[config.mk]
export PLATFORM = sky130hd
export DESIGN_NAME = game_flow_controller_flat
export DESIGN_NICKNAME = d
export VERILOG_FILES = /design/src/rtl/game_pkg.sv /design/src/rtl/game_flow_controller_if.sv /design/src/rtl/frame_timer.sv /design/src/rtl/game_flow_controller.sv /design/src/flat_wrapper.sv
export SDC_FILE = /design/constraint.sdc
export NUM_CORES = 1
export LEC_CHECK = 0
export ABC_AREA = 1
export CAP_MARGIN = 5
export CORE_MARGIN = 8
export CORE_UTILIZATION = 56
export CTS_CLUSTER_SIZE = 10
export DETAILED_ROUTE_END_ITERATION = 10
export PLACE_DENSITY = 0.8
export SYNTH_ARGS = -nofsm -noshare
export SYNTH_HDL_FRONTEND = slang
export SYNTH_SLANG_ARGS = --single-unit
[constraint.sdc]
create_clock -name clk -period 2.5 [get_ports clk]
set_input_delay 0.5 -clock clk [delete_from_list [all_inputs] [get_ports clk]]
set_output_delay 0.5 -clock clk [all_outputs]
set_load 0.02 [all_outputs]
[src/rtl/game_pkg.sv]
// Shared types and helpers for the game flow controller.
//   game_state_e     : top-level game sequencer states
//   DEFAULT_SCORE_W  : default score register width
//   LEVEL_MAX        : level counter saturation value
//   rise()           : rising-edge detect from a registered sample and its previous value
package game_pkg;

  typedef enum logic [2:0] {
    IDLE,
    PLAYING,
    HIT,
    CLEARED,
    GAME_OVER
  } game_state_e;

  localparam int unsigned DEFAULT_SCORE_W = 16;
  localparam logic [3:0]  LEVEL_MAX       = 4'd15;

  function automatic logic rise(input logic cur, input logic prev);
    return cur & ~prev;
  endfunction

endpackage

[src/rtl/game_flow_controller_if.sv]
// Bundle between the game flow controller and its surroundings.
//   master : the controller (consumes key/collision/visibility, drives status)
//   slave  : the environment (ball controller, input logic, display)
// Signals: startKey, frameTick, col_rope_ball, col_player_ball, the three ball
// visibility flags in; unitActive, lives, score, level, levelWon, gameOver,
// playerBlink out of the controller.
interface game_flow_controller_if #(
  parameter int unsigned SCORE_W = game_pkg::DEFAULT_SCORE_W
);
  logic               startKey;
  logic               frameTick;
  logic               col_rope_ball;
  logic               col_player_ball;
  logic               hugeBallVisible;
  logic               bigBall1Visible;
  logic               bigBall2Visible;
  logic               unitActive;
  logic [2:0]         lives;
  logic [SCORE_W-1:0] score;
  logic [3:0]         level;
  logic               levelWon;
  logic               gameOver;
  logic               playerBlink;

  modport master (
    input  startKey, frameTick, col_rope_ball, col_player_ball,
           hugeBallVisible, bigBall1Visible, bigBall2Visible,
    output unitActive, lives, score, level, levelWon, gameOver, playerBlink
  );

  modport slave (
    output startKey, frameTick, col_rope_ball, col_player_ball,
           hugeBallVisible, bigBall1Visible, bigBall2Visible,
    input  unitActive, lives, score, level, levelWon, gameOver, playerBlink
  );
endinterface

[src/rtl/frame_timer.sv]
// Frame-rate down-counter.
//   clk, resetN : clock, asynchronous active-low reset
//   i_load      : load i_load_val (wins over i_tick)
//   i_tick      : decrement enable (one pulse per video frame), stops at 0
//   o_count     : current count
//   o_done      : high while count is 0
module frame_timer #(
  parameter int unsigned Width = 8
) (
  input  logic             clk,
  input  logic             resetN,
  input  logic             i_load,
  input  logic [Width-1:0] i_load_val,
  input  logic             i_tick,
  output logic [Width-1:0] o_count,
  output logic             o_done
);

  logic [Width-1:0] r_count;

  always_ff @(posedge clk or negedge resetN) begin
    if (!resetN) begin
      r_count <= '0;
    end else if (i_load) begin
      r_count <= i_load_val;
    end else if (i_tick && (r_count != '0)) begin
      r_count <= r_count - 1'b1;
    end
  end

  assign o_count = r_count;
  assign o_done  = (r_count == '0);

endmodule

[src/rtl/game_flow_controller.sv]
// Game-level sequencer: lives, score, level, hit recovery, level clear and game over.
//   clk, resetN : clock, asynchronous active-low reset
//   bus         : game_flow_controller_if.master (inputs from keys / ball controller,
//                 registered status outputs)
// Optional feature macro GAME_CTRL_INVULN_EN: post-hit invulnerability window with a
// blinking indicator; when undefined, playerBlink is tied low.
module game_flow_controller
  import game_pkg::*;
#(
  parameter int unsigned LIVES_INIT    = 3,
  parameter int unsigned SCORE_W       = DEFAULT_SCORE_W,
  parameter int unsigned POP_POINTS    = 10,
  parameter int unsigned CLEAR_BONUS   = 100,
  parameter int unsigned HIT_FRAMES    = 60,
  parameter int unsigned CLEAR_FRAMES  = 90,
  parameter int unsigned INVULN_FRAMES = 120
) (
  input logic                    clk,
  input logic                    resetN,
  game_flow_controller_if.master bus
);

  localparam int unsigned TmrMax = (HIT_FRAMES > CLEAR_FRAMES) ? HIT_FRAMES : CLEAR_FRAMES;
  localparam int unsigned TmrW   = $clog2(TmrMax + 2);

  localparam logic [TmrW-1:0]  HitLoad   = TmrW'(HIT_FRAMES);
  localparam logic [TmrW-1:0]  ClearLoad = TmrW'(CLEAR_FRAMES);
  localparam logic [SCORE_W:0] PopAdd    = (SCORE_W + 1)'(POP_POINTS);
  localparam logic [SCORE_W:0] BonusAdd  = (SCORE_W + 1)'(CLEAR_BONUS);

  // Add with an extra carry bit; a carry out pins the score at all-ones.
  function automatic logic [SCORE_W-1:0] sat_add(input logic [SCORE_W-1:0] a,
                                                 input logic [SCORE_W:0]   b);
    logic [SCORE_W:0] s;
    s = {1'b0, a} + b;
    return s[SCORE_W] ? '1 : s[SCORE_W-1:0];
  endfunction

  game_state_e      r_state, w_state_next;
  logic [2:0]       r_lives, w_lives_next;
  logic [SCORE_W-1:0] r_score, w_score_next;
  logic [3:0]       r_level, w_level_next;
  logic             r_armed, w_armed_next;
  logic             r_unit_active, r_level_won, r_game_over, r_blink;
  logic             r_start, r_start_prev, r_rope, r_rope_prev, r_player, r_player_prev;

  logic             w_start_evt, w_rope_evt, w_player_evt, w_any_vis;
  logic             w_tmr_load, w_tmr_done;
  logic [TmrW-1:0]  w_tmr_val, w_tmr_count_unused;
  logic             w_invuln, w_blink_next;

  // Inputs are sampled first, so each event appears one cycle after its input rises.
  always_ff @(posedge clk or negedge resetN) begin
    if (!resetN) begin
      r_start       <= 1'b0;
      r_start_prev  <= 1'b0;
      r_rope        <= 1'b0;
      r_rope_prev   <= 1'b0;
      r_player      <= 1'b0;
      r_player_prev <= 1'b0;
    end else begin
      r_start       <= bus.startKey;
      r_start_prev  <= r_start;
      r_rope        <= bus.col_rope_ball;
      r_rope_prev   <= r_rope;
      r_player      <= bus.col_player_ball;
      r_player_prev <= r_player;
    end
  end

  assign w_start_evt  = rise(r_start, r_start_prev);
  assign w_rope_evt   = rise(r_rope, r_rope_prev);
  assign w_player_evt = rise(r_player, r_player_prev);
  assign w_any_vis    = bus.hugeBallVisible | bus.bigBall1Visible | bus.bigBall2Visible;

  frame_timer #(.Width(TmrW)) u_state_timer (
    .clk        (clk),
    .resetN     (resetN),
    .i_load     (w_tmr_load),
    .i_load_val (w_tmr_val),
    .i_tick     (bus.frameTick),
    .o_count    (w_tmr_count_unused),
    .o_done     (w_tmr_done)
  );

`ifdef GAME_CTRL_INVULN_EN
  localparam int unsigned InvRawW = $clog2(INVULN_FRAMES + 2);
  localparam int unsigned InvW    = (InvRawW < 4) ? 4 : InvRawW;

  logic            w_inv_load, w_inv_done, w_inv_unused;
  logic [InvW-1:0] w_inv_count;

  // Window opens on every redeploy after a hit.
  assign w_inv_load = (r_state == HIT) && (w_state_next == PLAYING);

  frame_timer #(.Width(InvW)) u_invuln_timer (
    .clk        (clk),
    .resetN     (resetN),
    .i_load     (w_inv_load),
    .i_load_val (InvW'(INVULN_FRAMES)),
    .i_tick     (bus.frameTick),
    .o_count    (w_inv_count),
    .o_done     (w_inv_done)
  );

  assign w_invuln     = ~w_inv_done;
  // Bit 3 of a frame down-counter flips every 8 frames.
  assign w_blink_next = w_invuln & w_inv_count[3];
  assign w_inv_unused = ^w_inv_count;
`else
  logic w_invuln_cfg_unused;
  assign w_invuln            = 1'b0;
  assign w_blink_next        = 1'b0;
  assign w_invuln_cfg_unused = (INVULN_FRAMES != 0);
`endif

  always_comb begin
    w_state_next = r_state;
    w_lives_next = r_lives;
    w_score_next = r_score;
    w_level_next = r_level;
    w_armed_next = r_armed;
    w_tmr_load   = 1'b0;
    w_tmr_val    = '0;

    unique case (r_state)
      IDLE, GAME_OVER: begin
        if (w_start_evt) begin
          w_lives_next = 3'(LIVES_INIT);
          w_score_next = '0;
          w_level_next = 4'd1;
          w_armed_next = 1'b0;
          w_state_next = PLAYING;
        end
      end
      PLAYING: begin
        if (w_any_vis) w_armed_next = 1'b1;
        if (w_rope_evt) w_score_next = sat_add(r_score, PopAdd);
        // A hit takes priority over a simultaneous clear; pop scoring still applies.
        if (w_player_evt && !w_invuln) begin
          if (r_lives == 3'd1) begin
            w_lives_next = 3'd0;
            w_state_next = GAME_OVER;
          end else begin
            w_lives_next = r_lives - 3'd1;
            w_tmr_load   = 1'b1;
            w_tmr_val    = HitLoad;
            w_state_next = HIT;
          end
        end else if (r_armed && !w_any_vis) begin
          w_score_next = sat_add(w_score_next, BonusAdd);
          w_tmr_load   = 1'b1;
          w_tmr_val    = ClearLoad;
          w_state_next = CLEARED;
        end
      end
      HIT: begin
        if (w_tmr_done) begin
          w_armed_next = 1'b0;
          w_state_next = PLAYING;
        end
      end
      CLEARED: begin
        if (w_tmr_done) begin
          if (r_level != LEVEL_MAX) w_level_next = r_level + 4'd1;
          w_armed_next = 1'b0;
          w_state_next = PLAYING;
        end
      end
      default: w_state_next = IDLE;
    endcase
  end

  always_ff @(posedge clk or negedge resetN) begin
    if (!resetN) begin
      r_state       <= IDLE;
      r_lives       <= 3'd0;
      r_score       <= '0;
      r_level       <= 4'd0;
      r_armed       <= 1'b0;
      r_unit_active <= 1'b0;
      r_level_won   <= 1'b0;
      r_game_over   <= 1'b0;
      r_blink       <= 1'b0;
    end else begin
      r_state       <= w_state_next;
      r_lives       <= w_lives_next;
      r_score       <= w_score_next;
      r_level       <= w_level_next;
      r_armed       <= w_armed_next;
      r_unit_active <= (w_state_next == PLAYING);
      r_level_won   <= (w_state_next == CLEARED);
      r_game_over   <= (w_state_next == GAME_OVER);
      r_blink       <= w_blink_next;
    end
  end

  assign bus.unitActive  = r_unit_active;
  assign bus.lives       = r_lives;
  assign bus.score       = r_score;
  assign bus.level       = r_level;
  assign bus.levelWon    = r_level_won;
  assign bus.gameOver    = r_game_over;
  assign bus.playerBlink = r_blink;

endmodule

[src/flat_wrapper.sv]
// flat-port wrapper written by rule: the top's interface ports become plain ports
module game_flow_controller_flat import game_pkg::*;
#(
  parameter int unsigned LIVES_INIT    = 3,
  parameter int unsigned SCORE_W       = DEFAULT_SCORE_W,
  parameter int unsigned POP_POINTS    = 10,
  parameter int unsigned CLEAR_BONUS   = 100,
  parameter int unsigned HIT_FRAMES    = 60,
  parameter int unsigned CLEAR_FRAMES  = 90,
  parameter int unsigned INVULN_FRAMES = 120
)
  (clk, resetN, bus_startKey, bus_frameTick, bus_col_rope_ball, bus_col_player_ball, bus_hugeBallVisible, bus_bigBall1Visible, bus_bigBall2Visible, bus_unitActive, bus_lives, bus_score, bus_level, bus_levelWon, bus_gameOver, bus_playerBlink);
  game_flow_controller_if #(.SCORE_W(SCORE_W)) bus_i ();
  input logic clk;
  input logic resetN;
  input wire logic [$bits(bus_i.startKey)-1:0] bus_startKey;
  input wire logic [$bits(bus_i.frameTick)-1:0] bus_frameTick;
  input wire logic [$bits(bus_i.col_rope_ball)-1:0] bus_col_rope_ball;
  input wire logic [$bits(bus_i.col_player_ball)-1:0] bus_col_player_ball;
  input wire logic [$bits(bus_i.hugeBallVisible)-1:0] bus_hugeBallVisible;
  input wire logic [$bits(bus_i.bigBall1Visible)-1:0] bus_bigBall1Visible;
  input wire logic [$bits(bus_i.bigBall2Visible)-1:0] bus_bigBall2Visible;
  output wire logic [$bits(bus_i.unitActive)-1:0] bus_unitActive;
  output wire logic [$bits(bus_i.lives)-1:0] bus_lives;
  output wire logic [$bits(bus_i.score)-1:0] bus_score;
  output wire logic [$bits(bus_i.level)-1:0] bus_level;
  output wire logic [$bits(bus_i.levelWon)-1:0] bus_levelWon;
  output wire logic [$bits(bus_i.gameOver)-1:0] bus_gameOver;
  output wire logic [$bits(bus_i.playerBlink)-1:0] bus_playerBlink;
  assign bus_i.startKey = bus_startKey;
  assign bus_i.frameTick = bus_frameTick;
  assign bus_i.col_rope_ball = bus_col_rope_ball;
  assign bus_i.col_player_ball = bus_col_player_ball;
  assign bus_i.hugeBallVisible = bus_hugeBallVisible;
  assign bus_i.bigBall1Visible = bus_bigBall1Visible;
  assign bus_i.bigBall2Visible = bus_bigBall2Visible;
  assign bus_unitActive = bus_i.unitActive;
  assign bus_lives = bus_i.lives;
  assign bus_score = bus_i.score;
  assign bus_level = bus_i.level;
  assign bus_levelWon = bus_i.levelWon;
  assign bus_gameOver = bus_i.gameOver;
  assign bus_playerBlink = bus_i.playerBlink;
  game_flow_controller #(.LIVES_INIT(LIVES_INIT), .SCORE_W(SCORE_W), .POP_POINTS(POP_POINTS), .CLEAR_BONUS(CLEAR_BONUS), .HIT_FRAMES(HIT_FRAMES), .CLEAR_FRAMES(CLEAR_FRAMES), .INVULN_FRAMES(INVULN_FRAMES)) u_core (.clk(clk), .resetN(resetN), .bus(bus_i));
endmodule
# After elaboration in Yosys (flattened, before gate mapping)
# Cells that the tools add are included.
# word_totals
romBits	0
latch_bits	0
wordCells	95
regBits	43
n_memories	0
ramBits	0
input_bits	9
out_inout_bits	27
# op_classes
order_cmp	0
n_mul	0
n_addsub	5
div	0
n_bitwise	8
n_eq_ne	15
reduce_logical	16
shifts	0
muxes	36
# op_table
op	count
2-to-1 mux 16 bit	7
2-to-1 mux 7 bit	5
one-hot mux 16 bit (2 select lines)	1
2-to-1 mux 3 bit	8
adder 16 x 4 -> 17 bit (second input constant)	1
adder 16 x 7 -> 17 bit (second input constant)	1
2-to-1 mux 4 bit	3
inequality test 2 x 1 -> 1 bit (second input constant)	5
equality test 3 x 1 -> 1 bit (second input constant)	3
equality test 3 x 2 -> 1 bit (second input constant)	3
one-hot mux 3 bit (3 select lines)	1
one-hot mux 4 bit (2 select lines)	1
AND reduction 4 bit	2
logical NOT 7 bit	1
2-to-1 mux 1 bit	7
nonzero test 7 bit	1
subtractor 7 x 1 -> 7 bit (second input constant)	1
equality test 3 bit (second input constant)	2
2-to-1 mux 6 bit	1
one-hot mux 3 bit (2 select lines)	1
nonzero test 2 bit	3
adder 4 x 1 -> 4 bit (second input constant)	1
inequality test 4 bit (second input constant)	1
OR reduction 2 bit	2
12 further kinds	18

# Logic depth before layout (Yosys ltp)
# Gate-level depths: netlist of run 1.
# logic_depth
word_depth	9
depth_mapped	19
depth_no_buf	18

# By module
# Synthesis of run 1 repeated with hierarchy kept, for this count alone.
# hier_totals
hier_cells	452
hier_area_um2	3072.9
# modules_own_cells
module	n_inst	seq_area_each_um2	cells_per_inst	area_per_inst_um2
game_flow_controller	1	900.9	377	2587.5
frame_timer	1	175.2	75	485.5

# Worst setup path after synthesis of run 1
# Ideal clock, no wire load.
# synth_timing
kind	register -> register
start	register u_core.r_score[7], in the netlist u_core.bus.score[7]
end	register u_core.r_score[14], in the netlist u_core.bus.score[14]
arrival_time_ns	2.200
period_less_slack_ns	2.320
required_time_ns	2.380
setup_time_ns	0.120
setup_slack_ns	0.180
path_stages_with_launch	20
n_path_buf	1
path_cell_list	dfrtp_1 > nand2_4 > nor2_8 > nand2_4 > nor2_8 > nand2_4 > buf_8 > nand2_1 > ha_1 > nand3_1 > nand3_2 > nor2_2 > inv_2 > nand2_1 > nor2_2 > nand2_1 > nand2_1 > nand2_1 > o21ai_1 > nand2_1
# synth_via
elab_chain_len	9
# synth_lines
item	line_no	rtl
from (decl)	game_flow_controller.sv:41	logic [SCORE_W-1:0] r_score, w_score_next;
from (signal assigned)	game_flow_controller.sv:188	r_score <= w_score_next;
adder 16 x 4 -> 17 bit	game_flow_controller.sv:35	s = {1'b0, a} + b;
2-to-1 mux 16 bit	game_flow_controller.sv:36	return s[SCORE_W] ? '1 : s[SCORE_W-1:0];
2-to-1 mux 16 bit *	game_flow_controller.sv:138	if (w_rope_evt) w_score_next = sat_add(r_score, PopAdd);
2-to-1 mux 16 bit *	game_flow_controller.sv:126	unique case (r_state)
adder 16 x 7 -> 17 bit	game_flow_controller.sv:35	
2-to-1 mux 16 bit	game_flow_controller.sv:36	
2-to-1 mux 16 bit	game_flow_controller.sv:150	end else if (r_armed && !w_any_vis) begin
2-to-1 mux 16 bit *	game_flow_controller.sv:140	if (w_player_evt && !w_invuln) begin
one-hot mux 16 bit (2 select lines) *	game_flow_controller.sv:126	
# Every way passes the cells marked *; elsewhere a longest branch is shown, timed or not. The select of a mux whose other input is x is not followed.
# A chain may end at the register's enable or synchronous reset.

# Worst setup path after layout of run 1
# layout_timing
start	register u_core.r_score[13], in the netlist u_core.bus.score[13]
end	register u_core.r_score[12], in the netlist u_core.bus.score[12]
# The elaborated chain is that of the path after synthesis.

==> results.py, run 1 <==
metrics = {
    "status": {
        "status": "completed",
    },
    "place": {
        "globalplace.congestion": 0.893,
        "port_buffers": 34,
        "dp_hpwl_um": 5490,
    },
    "grt": {
        "grt_start_max_net_pins": 44,
        "overflow": 0,
        "grt_pass1_wl_um": 12300,
        "first_global_vias": 2763,
        "grt_usage_pct": 19.6,
        "antenna_found_initial": 0,
    },
    "finish": {
        "num_antenna_cells": 0,
        "post_route_cells_drive_above_1_share_pct": 18.3,
        "final_core_util_pct": 72.8,
        "layout_commonest_cell": "nand2_1",
        "fin_nets": 479,
        "layout.cells.most_common_list": "nand2_1, inv_1, dfrtp_1, clkdlybuf4s50_1, nor2_1",
        "area_growth_pct": 24.2,
    },
    "sta": {
        "finalHoldViolCount": 0,
        "timing.slew.headroom_pct": 59.9,
        "hold_slack_ps": 156,
        "worst_pin_slew_ps": 597,
        "drv_slew": 0,
        "setup-violations-final": 0,
        "finalWorstPathRequiredPeriod_ps": 2360,
        "fmaxAchievable_mhz": 423,
        "share_of_the_cycle_needed_by_the_critical_path_after_routing_pct": 94.5,
        "clock_skew_ps": 8.32,
    },
    "floorplan": {
        "core_mm2": 0.00514,
        "dieWidth_um": 89.3,
        "rows": 26,
        "pin_count": 36,
        "fp.dieArea_mm2": 0.00798,
        "chipHeight_um": 89.3,
        "initial_standard_cell_utilization_of_the_core_pct": 58.6,
    },
    "clocking": {
        "cts-buffers-inserted": 5,
        "clkLatencyLatePin_ps": 300,
        "clock_tree_from_tritoncts": "yes",
        "path_clk_slew_ps": 80,
        "cts.path.max_buffers": 2,
        "holdBufCountCts": 0,
        "clock-sinks": 43,
        "ctsHtreeMaxLevel": 2,
        "root_buffer_selected_by_cts": "clkbuf_8",
    },
    "route": {
        "detail_route.wl_per_cell_um": 13.8,
        "route.antenna.remaining_nets": 0,
        "initialDrtViolationCount": 258,
        "drt_pass1_iterations": 4,
        "vias_per_cell": 5.39,
        "remaining_drc_errors": 0,
        "num_vias": 2884,
        "post_detailed_routing_wire_length_um": 7380,
    },
    "power_and_ir_drop": {
        "static-leakage-power_nw": 1.93,
        "powerDensity_mw_per_mm2": 1040,
        "design_power_total_w": 0.00388,
        "vdd_drop_max_v": 0.000703,
    },
    "logic_synthesis": {
        "syn_avg_cell_area_um2": 7.38,
        "async_reset_ff_share_pct": 100,
        "synth-edff-count": 0,
        "dominantRegCellSynth": "dfrtp_1",
        "synth.yosys.seq_area_share_pct": 35.7,
        "synth_seq_cells": 43,
        "mappedNetlistArea_mm2": 0.00301,
        "net_count_after_synthesis": 423,
        "yosys_warnings": 0,
        "synth.distinct_cells": 41,
        "netlist_instances": 408,
    },
    "critical_path": {
        "critPathArrivalTime_ps": 2550,
        "crit_start": "u_core.bus.score[13]$_DFFE_PN0P_",
        "worst_r2r_path_depth": 16,
        "critical_path.reg2reg.startpoint": "u_core.bus.score[13]$_DFFE_PN0P_",
        "crit_path_start_kind": "flop",
        "data_required_time_of_the_critical_path_ps": 2690,
        "critical_path.reg2reg.endpoint": "u_core.bus.score[12]$_DFFE_PN0P_",
        "crit_path_end_kind": "flop",
        "critical_path_class": "reg2reg",
        "rrSetupSlack_ps": 140,
        "path_max_fanout": 5,
    },
    "job": {
        "cap_viol_max_count": 0,
    },
    "worst_hold_path": {
        "min_path_type": "in2async",
    },
}
per-stage QoR:
step | cell area, µm² | setup WS (ps) | setup TNS, ps | cells
2_1_floorplan | 3010 | 180 | 0 | 408
3_3_place_gp | 3510 | 182 | 0 | 521
3_5_place_dp | 3510 | 149 | 0 | 521
4_1_cts | 3650 | 147 | 0 | 529
5_1_grt | 3740 | -50.6 | -97.5 | 535
6_report | 3740 | 137 | 0 | 535
registers in the layout, summed over array words and instances, names as in the netlist:
| register | count |
|---|---|
| u_core.bus.lives | 3 |
| u_core.r_player_prev | 1 |
| u_core.r_player | 1 |
| u_core.bus.gameOver | 1 |
| u_core.u_state_timer.o_count | 7 |
| u_core.bus.levelWon | 1 |
| u_core.bus.level | 4 |
| u_core.r_start | 1 |
| u_core.bus.score | 16 |
| u_core.r_rope | 1 |
| u_core.bus.unitActive | 1 |
| u_core.r_start_prev | 1 |
| u_core.r_rope_prev | 1 |
| u_core.r_armed | 1 |
| u_core.r_state | 3 |
synthesized netlist by cell type, types with 3 or more instances:
cell | instances | area, µm²
nand2_1 | 107 | 402
inv_1 | 49 | 184
dfrtp_1 | 43 | 1080
nand3_1 | 32 | 160
nor2_1 | 32 | 120
o21ai_0 | 25 | 125
a21oi_1 | 11 | 55.1
nand4_1 | 10 | 62.6
o21ai_1 | 10 | 50.1
nor2_2 | 8 | 50.1
nor3_1 | 8 | 40.0
xor2_1 | 8 | 70.1
inv_2 | 7 | 26.3
nand2_4 | 7 | 78.8
ha_1 | 6 | 75.1
nand2_2 | 5 | 31.3
nand3_2 | 4 | 40.0
nor2_4 | 4 | 45.0
nand3b_1 | 3 | 22.5
nor2_8 | 3 | 60.1
layout make-up:
type	instances	area [µm²]
clock inverter	2	60.1
multi-input combinational	303	1730
fill	417	1400
timing repair buffer	54	498
clock buffer	6	72.6
sequential	43	1080
inverter	57	214
tap	70	87.6
what timing repair did:
action / 4_1_cts / 5_1_grt
resized for setup: 0 / 15
setup buffers: 0 / 6
hold endpoints to repair: 0 / 0
setup endpoints to repair: 0 / 4
report_power, final:
group	internal [W]	switching [W]	total, W
combinational	0.000806	0.00128	0.00209
sequential	0.000933	0.000217	0.00115
clock	0.000399	0.000243	0.000642
layer usage:
layer / routed length (µm) / GRT usage [%] / part of all wire (%) / up-vias
li1: - / - / - / 1436
met5: 0 / 0 / 0 / -
met1: 3250 / 23.6 / 44 / 1362
met3: 354 / 3.22 / 4.8 / 8
met4: 74 / 6.19 / 1.0 / 0
met2: 3700 / 34.6 / 50 / 78
worst max-delay path by stage:
stage,end,cells after the start
detailed placement,u_core.bus.score[9]$_DFFE_PN0P_,12
finish,u_core.bus.score[12]$_DFFE_PN0P_,16
global placement,u_core.bus.score[9]$_DFFE_PN0P_,12
global route,u_core.bus.score[14]$_DFFE_PN0P_,18
floorplan,u_core.bus.score[14]$_DFFE_PN0P_,19
CTS,u_core.bus.score[12]$_DFFE_PN0P_,14
logic make-up after synthesis:
| family | count (synthesis) | synth area share, % |
|---|---|---|
| AOI/OAI and AO/OA | 56 | 10.2 |
| and+or+nand+nor | 230 | 40.1 |
| muxes | 2 | 0.665 |
| other | 1 | 0.125 |
| xor gates and xnor gates | 8 | 2.33 |
| adders and majority gates | 6 | 2.49 |
| DFF | 43 | 35.7 |
| buffers and inverters | 62 | 8.31 |
worst max-delay path, stage by stage, from the launching register on:
cell and delay [ps]:
dfrtp_2 430, nand2_4 70, nor3_4 210, nand4_1 200, nand3_2 140, nand2_2 60, inv_1 60, ha_2 170
nand3_1 100, nand3_2 120, nor2_4 50, nor2_4 150, nand2_2 100, nor2_4 130, nand3_2 70, o211ai_1 100
nand2_1 80
No activity file was read; power rests on OpenSTA's default activity.
==> run 2: changes to the inputs <==
CORE_MARGIN = 1   (was 8)
==> run 2 against run 1 <==
Compared with the run above: sequential share of layout area grew 0.23 points; non-clock buffer count shrank 2; routed wire length shrank 4.2%; power shrank 1.6%; sequential power is essentially flat; first-iteration DRC count shrank 5.0%; die area shrank 29%; highest routed layer unchanged.
==> results.py, run 2 (synthesis results as in run 1) <==
metrics = {
    "status": {
        "status": "completed",
    },
    "sta": {
        "fmaxAchievable_mhz": 437,
        "timing.slew.headroom_pct": 61.2,
        "worst_pin_slew_ps": 567,
        "share_of_the_cycle_needed_by_the_critical_path_after_routing_pct": 91.5,
        "finalWorstPathRequiredPeriod_ps": 2290,
        "setup-violations-final": 0,
        "clock_skew_ps": 8.17,
        "drv_slew": 0,
        "hold_slack_ps": 173,
        "finalHoldViolCount": 0,
    },
    "power_and_ir_drop": {
        "powerDensity_mw_per_mm2": 1030,
        "clkPwrFrac_pct": 16.7,
        "vdd_drop_max_v": 0.000594,
        "reported_net_switching_power_w": 0.00171,
        "seq_power_share_pct": 30.1,
        "power_switching_share_pct": 44.7,
        "comb_power_share_pct": 53.2,
        "static-leakage-power_nw": 1.90,
        "p_int_w": 0.00211,
    },
    "grt": {
        "grt_start_max_net_pins": 24,
        "antenna_found_initial": 0,
        "grt_pass1_wl_um": 11600,
        "grt_usage_pct": 27.3,
        "first_global_vias": 2550,
        "overflow": 0,
    },
    "route": {
        "num_vias": 2856,
        "route.antenna.remaining_nets": 0,
        "post_detailed_routing_wire_length_um": 7070,
        "remaining_drc_errors": 0,
        "drt_pass1_iterations": 4,
        "detail_route.wl_per_cell_um": 13.3,
        "vias_per_cell": 5.36,
        "initialDrtViolationCount": 245,
    },
    "floorplan": {
        "pin_count": 36,
        "core_mm2": 0.00514,
        "fp.dieArea_mm2": 0.00567,
        "dieWidth_um": 75.3,
        "initial_standard_cell_utilization_of_the_core_pct": 58.6,
        "chipHeight_um": 75.3,
        "rows": 26,
    },
    "clocking": {
        "clock_tree_from_tritoncts": "yes",
        "clock-sinks": 43,
        "cts.path.max_buffers": 2,
        "cts-buffers-inserted": 5,
        "path_clk_slew_ps": 80,
        "root_buffer_selected_by_cts": "clkbuf_8",
        "clkLatencyLatePin_ps": 300,
        "holdBufCountCts": 0,
        "ctsHtreeMaxLevel": 2,
    },
    "finish": {
        "largest_register_ffs": 16,
        "fin_nets": 477,
        "fillers": 429,
        "num_antenna_cells": 0,
        "area_growth_pct": 22.7,
        "layout_commonest_cell": "nand2_1",
        "post_route_cells_drive_above_1_share_pct": 16.6,
        "final_core_util_pct": 71.9,
        "layout.cells.most_common_list": "nand2_1, inv_1, dfrtp_1, clkdlybuf4s50_1, nor2_1",
    },
    "critical_path": {
        "slowest_delay_ps": 470,
        "data_required_time_of_the_critical_path_ps": 2680,
        "rrSetupSlack_ps": 210,
        "path_max_fanout": 13,
        "critical_path.reg2reg.endpoint": "u_core.bus.score[13]$_DFFE_PN0P_",
        "crit_path_end_kind": "flop",
        "setup_crit_end": "u_core.bus.score[13]$_DFFE_PN0P_",
        "cell_repeated_most_along_the_worst_path": "nand2_1",
        "worst_r2r_path_depth": 14,
        "critPathTopFamily": "simple AND/OR/NAND/NOR gates",
        "critical_path.reg2reg.startpoint": "u_core.bus.score[10]$_DFFE_PN0P_",
        "critPathArrivalTime_ps": 2470,
        "crit_path_start_kind": "flop",
        "worst-path-buf-inv": 1,
        "slowest_stage": "dfrtp_1",
        "timing.critical_path.depth": 14,
        "critical_path_class": "reg2reg",
        "crit_chain": "nand2_1, nor2_2, nand2_4, nor2_8, nand2_4, buf_4, o21ai_0, nand3_1, nand2_2, nand3_1, nand2_1, nand2_1, o21ai_1, nand2_1",
        "crit_start": "u_core.bus.score[10]$_DFFE_PN0P_",
    },
    "worst_hold_path": {
        "min_path_type": "in2async",
    },
    "place": {
        "globalplace.congestion": 0.908,
        "port_buffers": 34,
        "dp_hpwl_um": 5490,
    },
    "job": {
        "cap_viol_max_count": 0,
    },
}
[run 2: what timing repair did]
action / in CTS / in global routing
endpoints found under the hold margin: 0 / 0
setup endpoints to repair: 0 / 2
gates resized for setup: 0 / 8
buffers inserted: 0 / 4
[run 2: how the worst min path moves through the flow]
stage | slack, ps | end | depth (start not counted) | start
floorplan | 200 | u_core.bus.gameOver$_DFF_PN0_ | 0 | resetN
global placement | 360 | u_core.r_start_prev$_DFF_PN0_ | 0 | u_core.r_start$_DFF_PN0_
detailed placement | 370 | u_core.r_start_prev$_DFF_PN0_ | 0 | u_core.r_start$_DFF_PN0_
CTS | 170 | u_core.bus.level[3]$_DFFE_PN0P_ | 2 | resetN
global route | 190 | u_core.bus.level[3]$_DFFE_PN0P_ | 2 | resetN
finish | 170 | u_core.bus.level[3]$_DFFE_PN0P_ | 2 | resetN
[run 2: cell type report]
| class | instances | area [µm²] | area share [%] |
|---|---|---|---|
| multi-input cells | 303 | 1710 | 46.3 |
| well taps | 70 | 87.6 | 2.37 |
| flip-flops and latches | 43 | 1080 | 29.2 |
| inverters | 57 | 214 | 5.79 |
| clock inverters | 2 | 60.1 | 1.63 |
| clock buffers | 6 | 72.6 | 1.96 |
| repair buffers | 52 | 470 | 12.7 |
[run 2: routing by layer]
| metal | track usage [%] | up-vias | routed length, µm |
|---|---|---|---|
| met5 | 0 | - | 0 |
| met3 | 4.37 | 10 | 279 |
| met2 | 47.0 | 73 | 3600 |
| met4 | 7.20 | 0 | 91 |
| met1 | 36.1 | 1339 | 3100 |
| li1 | - | 1434 | - |
[run 2: through the flow]
stage | cells | setup WS [ps] | setup TNS (ps) | cell area [µm²] | power [W]
after global placement | 521 | 172 | 0 | 3500 | 0.00305
after detailed placement | 521 | 85.4 | 0 | 3500 | 0.00312
after global routing | 533 | -10.1 | -10.1 | 3690 | 0.00411
final | 533 | 213 | 0 | 3690 | 0.00382
after floorplan | 408 | 180 | 0 | 3010 | 0.00245
after CTS | 529 | 191 | 0 | 3630 | 0.00377
[run 2: power by group through the flow]
stage	registers, W	clock network, W	logic (W)
6_report	0.00115	0.000638	0.00203
5_1_grt	0.00118	0.000677	0.00225
4_1_cts	0.00115	0.000652	0.00197
3_5_place_dp	0.00116	0	0.00196
3_3_place_gp	0.00115	0	0.00190
2_1_floorplan	0.00131	0	0.00114
==> run 3: changes to the inputs <==
--- a/config.mk
+++ b/config.mk
@@ -9,3 +9,3 @@
 export CAP_MARGIN = 5
-export CORE_MARGIN = 1
+export CORE_MARGIN = 4
 export CORE_UTILIZATION = 56
@@ -14,2 +14,3 @@
 export PLACE_DENSITY = 0.8
+export SLEW_MARGIN = 25
 export SYNTH_ARGS = -nofsm -noshare
--- a/constraint.sdc
+++ b/constraint.sdc
@@ -3,2 +3,2 @@
 set_output_delay 0.5 -clock clk [all_outputs]
-set_load 0.02 [all_outputs]
+set_load 0.005 [all_outputs]
==> run 3 against run 2 <==
Compared with the run above: first-iteration DRC count fell by 15%; fmax is 5.3% lower; clock-buffer cell count unchanged; via count rose by 1.7%; critical path depth increased by 4; highest routed layer unchanged; clock power is 29% lower; non-clock buffer count rose by 4.
==> results.py, run 3 (synthesis results as in run 1) <==
metrics = {
    "floorplan": {
        "pin_count": 36,
        "core_mm2": 0.00517,
        "fp.dieArea_mm2": 0.00661,
        "dieWidth_um": 81.3,
        "rows": 26,
        "initial_standard_cell_utilization_of_the_core_pct": 58.2,
        "chipHeight_um": 81.3,
    },
    "place": {
        "port_buffers": 34,
        "globalplace.congestion": 0.893,
        "post-place-ws_ps": 109,
        "dp_hpwl_um": 5430,
    },
    "critical_path": {
        "worst_r2r_path_depth": 18,
        "path_max_fanout": 3,
        "data_required_time_of_the_critical_path_ps": 2690,
        "critPathArrivalTime_ps": 2600,
        "crit_path_end_kind": "flop",
        "crit_path_start_kind": "flop",
        "critical_path_class": "reg2reg",
    },
    "grt": {
        "grt_usage_pct": 23.4,
        "antenna_found_initial": 0,
        "first_global_vias": 2762,
        "grt_pass1_wl_um": 12100,
        "grt_start_max_net_pins": 24,
        "overflow": 0,
    },
    "clocking": {
        "clock-sinks": 43,
        "ctsHtreeMaxLevel": 2,
        "cts.path.max_buffers": 2,
        "clkLatencyLatePin_ps": 310,
        "cts-buffers-inserted": 5,
        "root_buffer_selected_by_cts": "clkbuf_8",
        "clock_tree_from_tritoncts": "yes",
        "holdBufCountCts": 0,
        "path_clk_slew_ps": 90,
    },
    "finish": {
        "largest_register_ffs": 16,
        "layout_commonest_cell": "nand2_1",
        "fillers": 437,
        "fin_nets": 481,
        "area_growth_pct": 21.9,
        "num_antenna_cells": 0,
        "post_route_cells_drive_above_1_share_pct": 17.4,
        "layout.cells.most_common_list": "nand2_1, inv_1, dfrtp_1, clkdlybuf4s50_1, nor2_1",
    },
    "route": {
        "vias_per_cell": 5.42,
        "detail_route.wl_per_cell_um": 13.2,
        "drt_pass1_iterations": 5,
        "post_detailed_routing_wire_length_um": 7080,
        "initialDrtViolationCount": 209,
        "remaining_drc_errors": 0,
        "num_vias": 2905,
        "route.antenna.remaining_nets": 0,
    },
    "sta": {
        "slack_of_the_critical_path_ps": 84.7,
        "worst_pin_slew_ps": 623,
        "setup-violations-final": 0,
        "tns_ps": 0,
        "finalWorstPathRequiredPeriod_ps": 2420,
        "clock_skew_ps": 11.8,
        "finalHoldViolCount": 0,
        "drv_slew": 0,
        "share_of_the_cycle_needed_by_the_critical_path_after_routing_pct": 96.6,
        "timing.slew.headroom_pct": 57.4,
        "fmaxAchievable_mhz": 414,
    },
    "power_and_ir_drop": {
        "powerDensity_mw_per_mm2": 957,
        "vdd_drop_max_v": 0.000514,
        "static-leakage-power_nw": 1.90,
    },
    "job": {
        "cap_viol_max_count": 0,
    },
    "status": {
        "status": "completed",
    },
    "worst_hold_path": {
        "min_path_type": "in2async",
    },
}
## run 3: path summary, 6_finish.rpt
path                                                  startpoint                          endpoint  slack (ps)
worst max-delay path            u_core.bus.score[14]$_DFFE_PN0P_  u_core.bus.score[14]$_DFFE_PN0P_          80
worst min-delay path                                      resetN       u_core.r_state[2]$_DFF_PN0_         160
worst max register to register  u_core.bus.score[14]$_DFFE_PN0P_  u_core.bus.score[14]$_DFFE_PN0P_          80
worst min register to register         u_core.r_player$_DFF_PN0_    u_core.r_player_prev$_DFF_PN0_         380
max in group asynchronous                                 resetN  u_core.bus.score[13]$_DFFE_PN0P_        2090
min in group clk                       u_core.r_player$_DFF_PN0_    u_core.r_player_prev$_DFF_PN0_         380
## run 3: where the power goes
group / total, W / internal [W] / leakage (nW) / switching (W)
Clock: 0.000456 / 0.000217 / 0.0470 / 0.000239
Combinational: 0.00192 / 0.000808 / 1.31 / 0.00111
Sequential: 0.00114 / 0.000931 / 0.545 / 0.000211
## run 3: what timing repair did
item	CTS	global route
setup buffers	0	7
endpoints found under the setup margin	0	5
resized for setup	0	7
## run 3: final cells by class
class | instances | area, µm² | area share (%)
multi-input cells | 303 | 1700 | 46.3
flip-flops and latches | 43 | 1080 | 29.4
repair buffers | 56 | 500 | 13.6
inverters | 57 | 214 | 5.83
well taps | 70 | 87.6 | 2.39
clock buffers | 6 | 82.6 | 2.25
clock inverters | 1 | 5.00 | 0.136
## run 3: metal layers
metal | vias up | wire length, µm | GRT usage, %
met5 | - | 0 | 0
met4 | 0 | 74 | 6.25
met3 | 6 | 290 | 3.44
met2 | 85 | 3610 | 41.9
met1 | 1377 | 3110 | 29.2
li1 | 1437 | - | -
## run 3: critical path: stages, from the launching register on
cell and delay (ps):
dfrtp_1 410, nand2_2 100, nor3_4 240, nand4_1 190, nand3_2 130, nand2_1 90, inv_1 60, ha_1 150
nand3_1 100, nand3_2 120, nor2_4 50, inv_2 50, nand2_1 50, nor2_2 160, nand2_1 80, nand2_1 60
nand2_1 60, o21ai_2 120, nand2_1 70
## run 3: through the flow
stage / area [µm²] / total power, W / util [%] / hold slack (ps) / std cells
global placement: 3510 / 0.00290 / 67.9 / 360 / 522
finish: 3670 / 0.00351 / 70.9 / 158 / 536
floorplan: 3010 / 0.00229 / - / 204 / 408
global route: 3670 / 0.00384 / 70.9 / 185 / 536
detailed placement: 3510 / 0.00296 / 67.9 / 361 / 522
CTS: 3600 / 0.00342 / 69.5 / 170 / 529
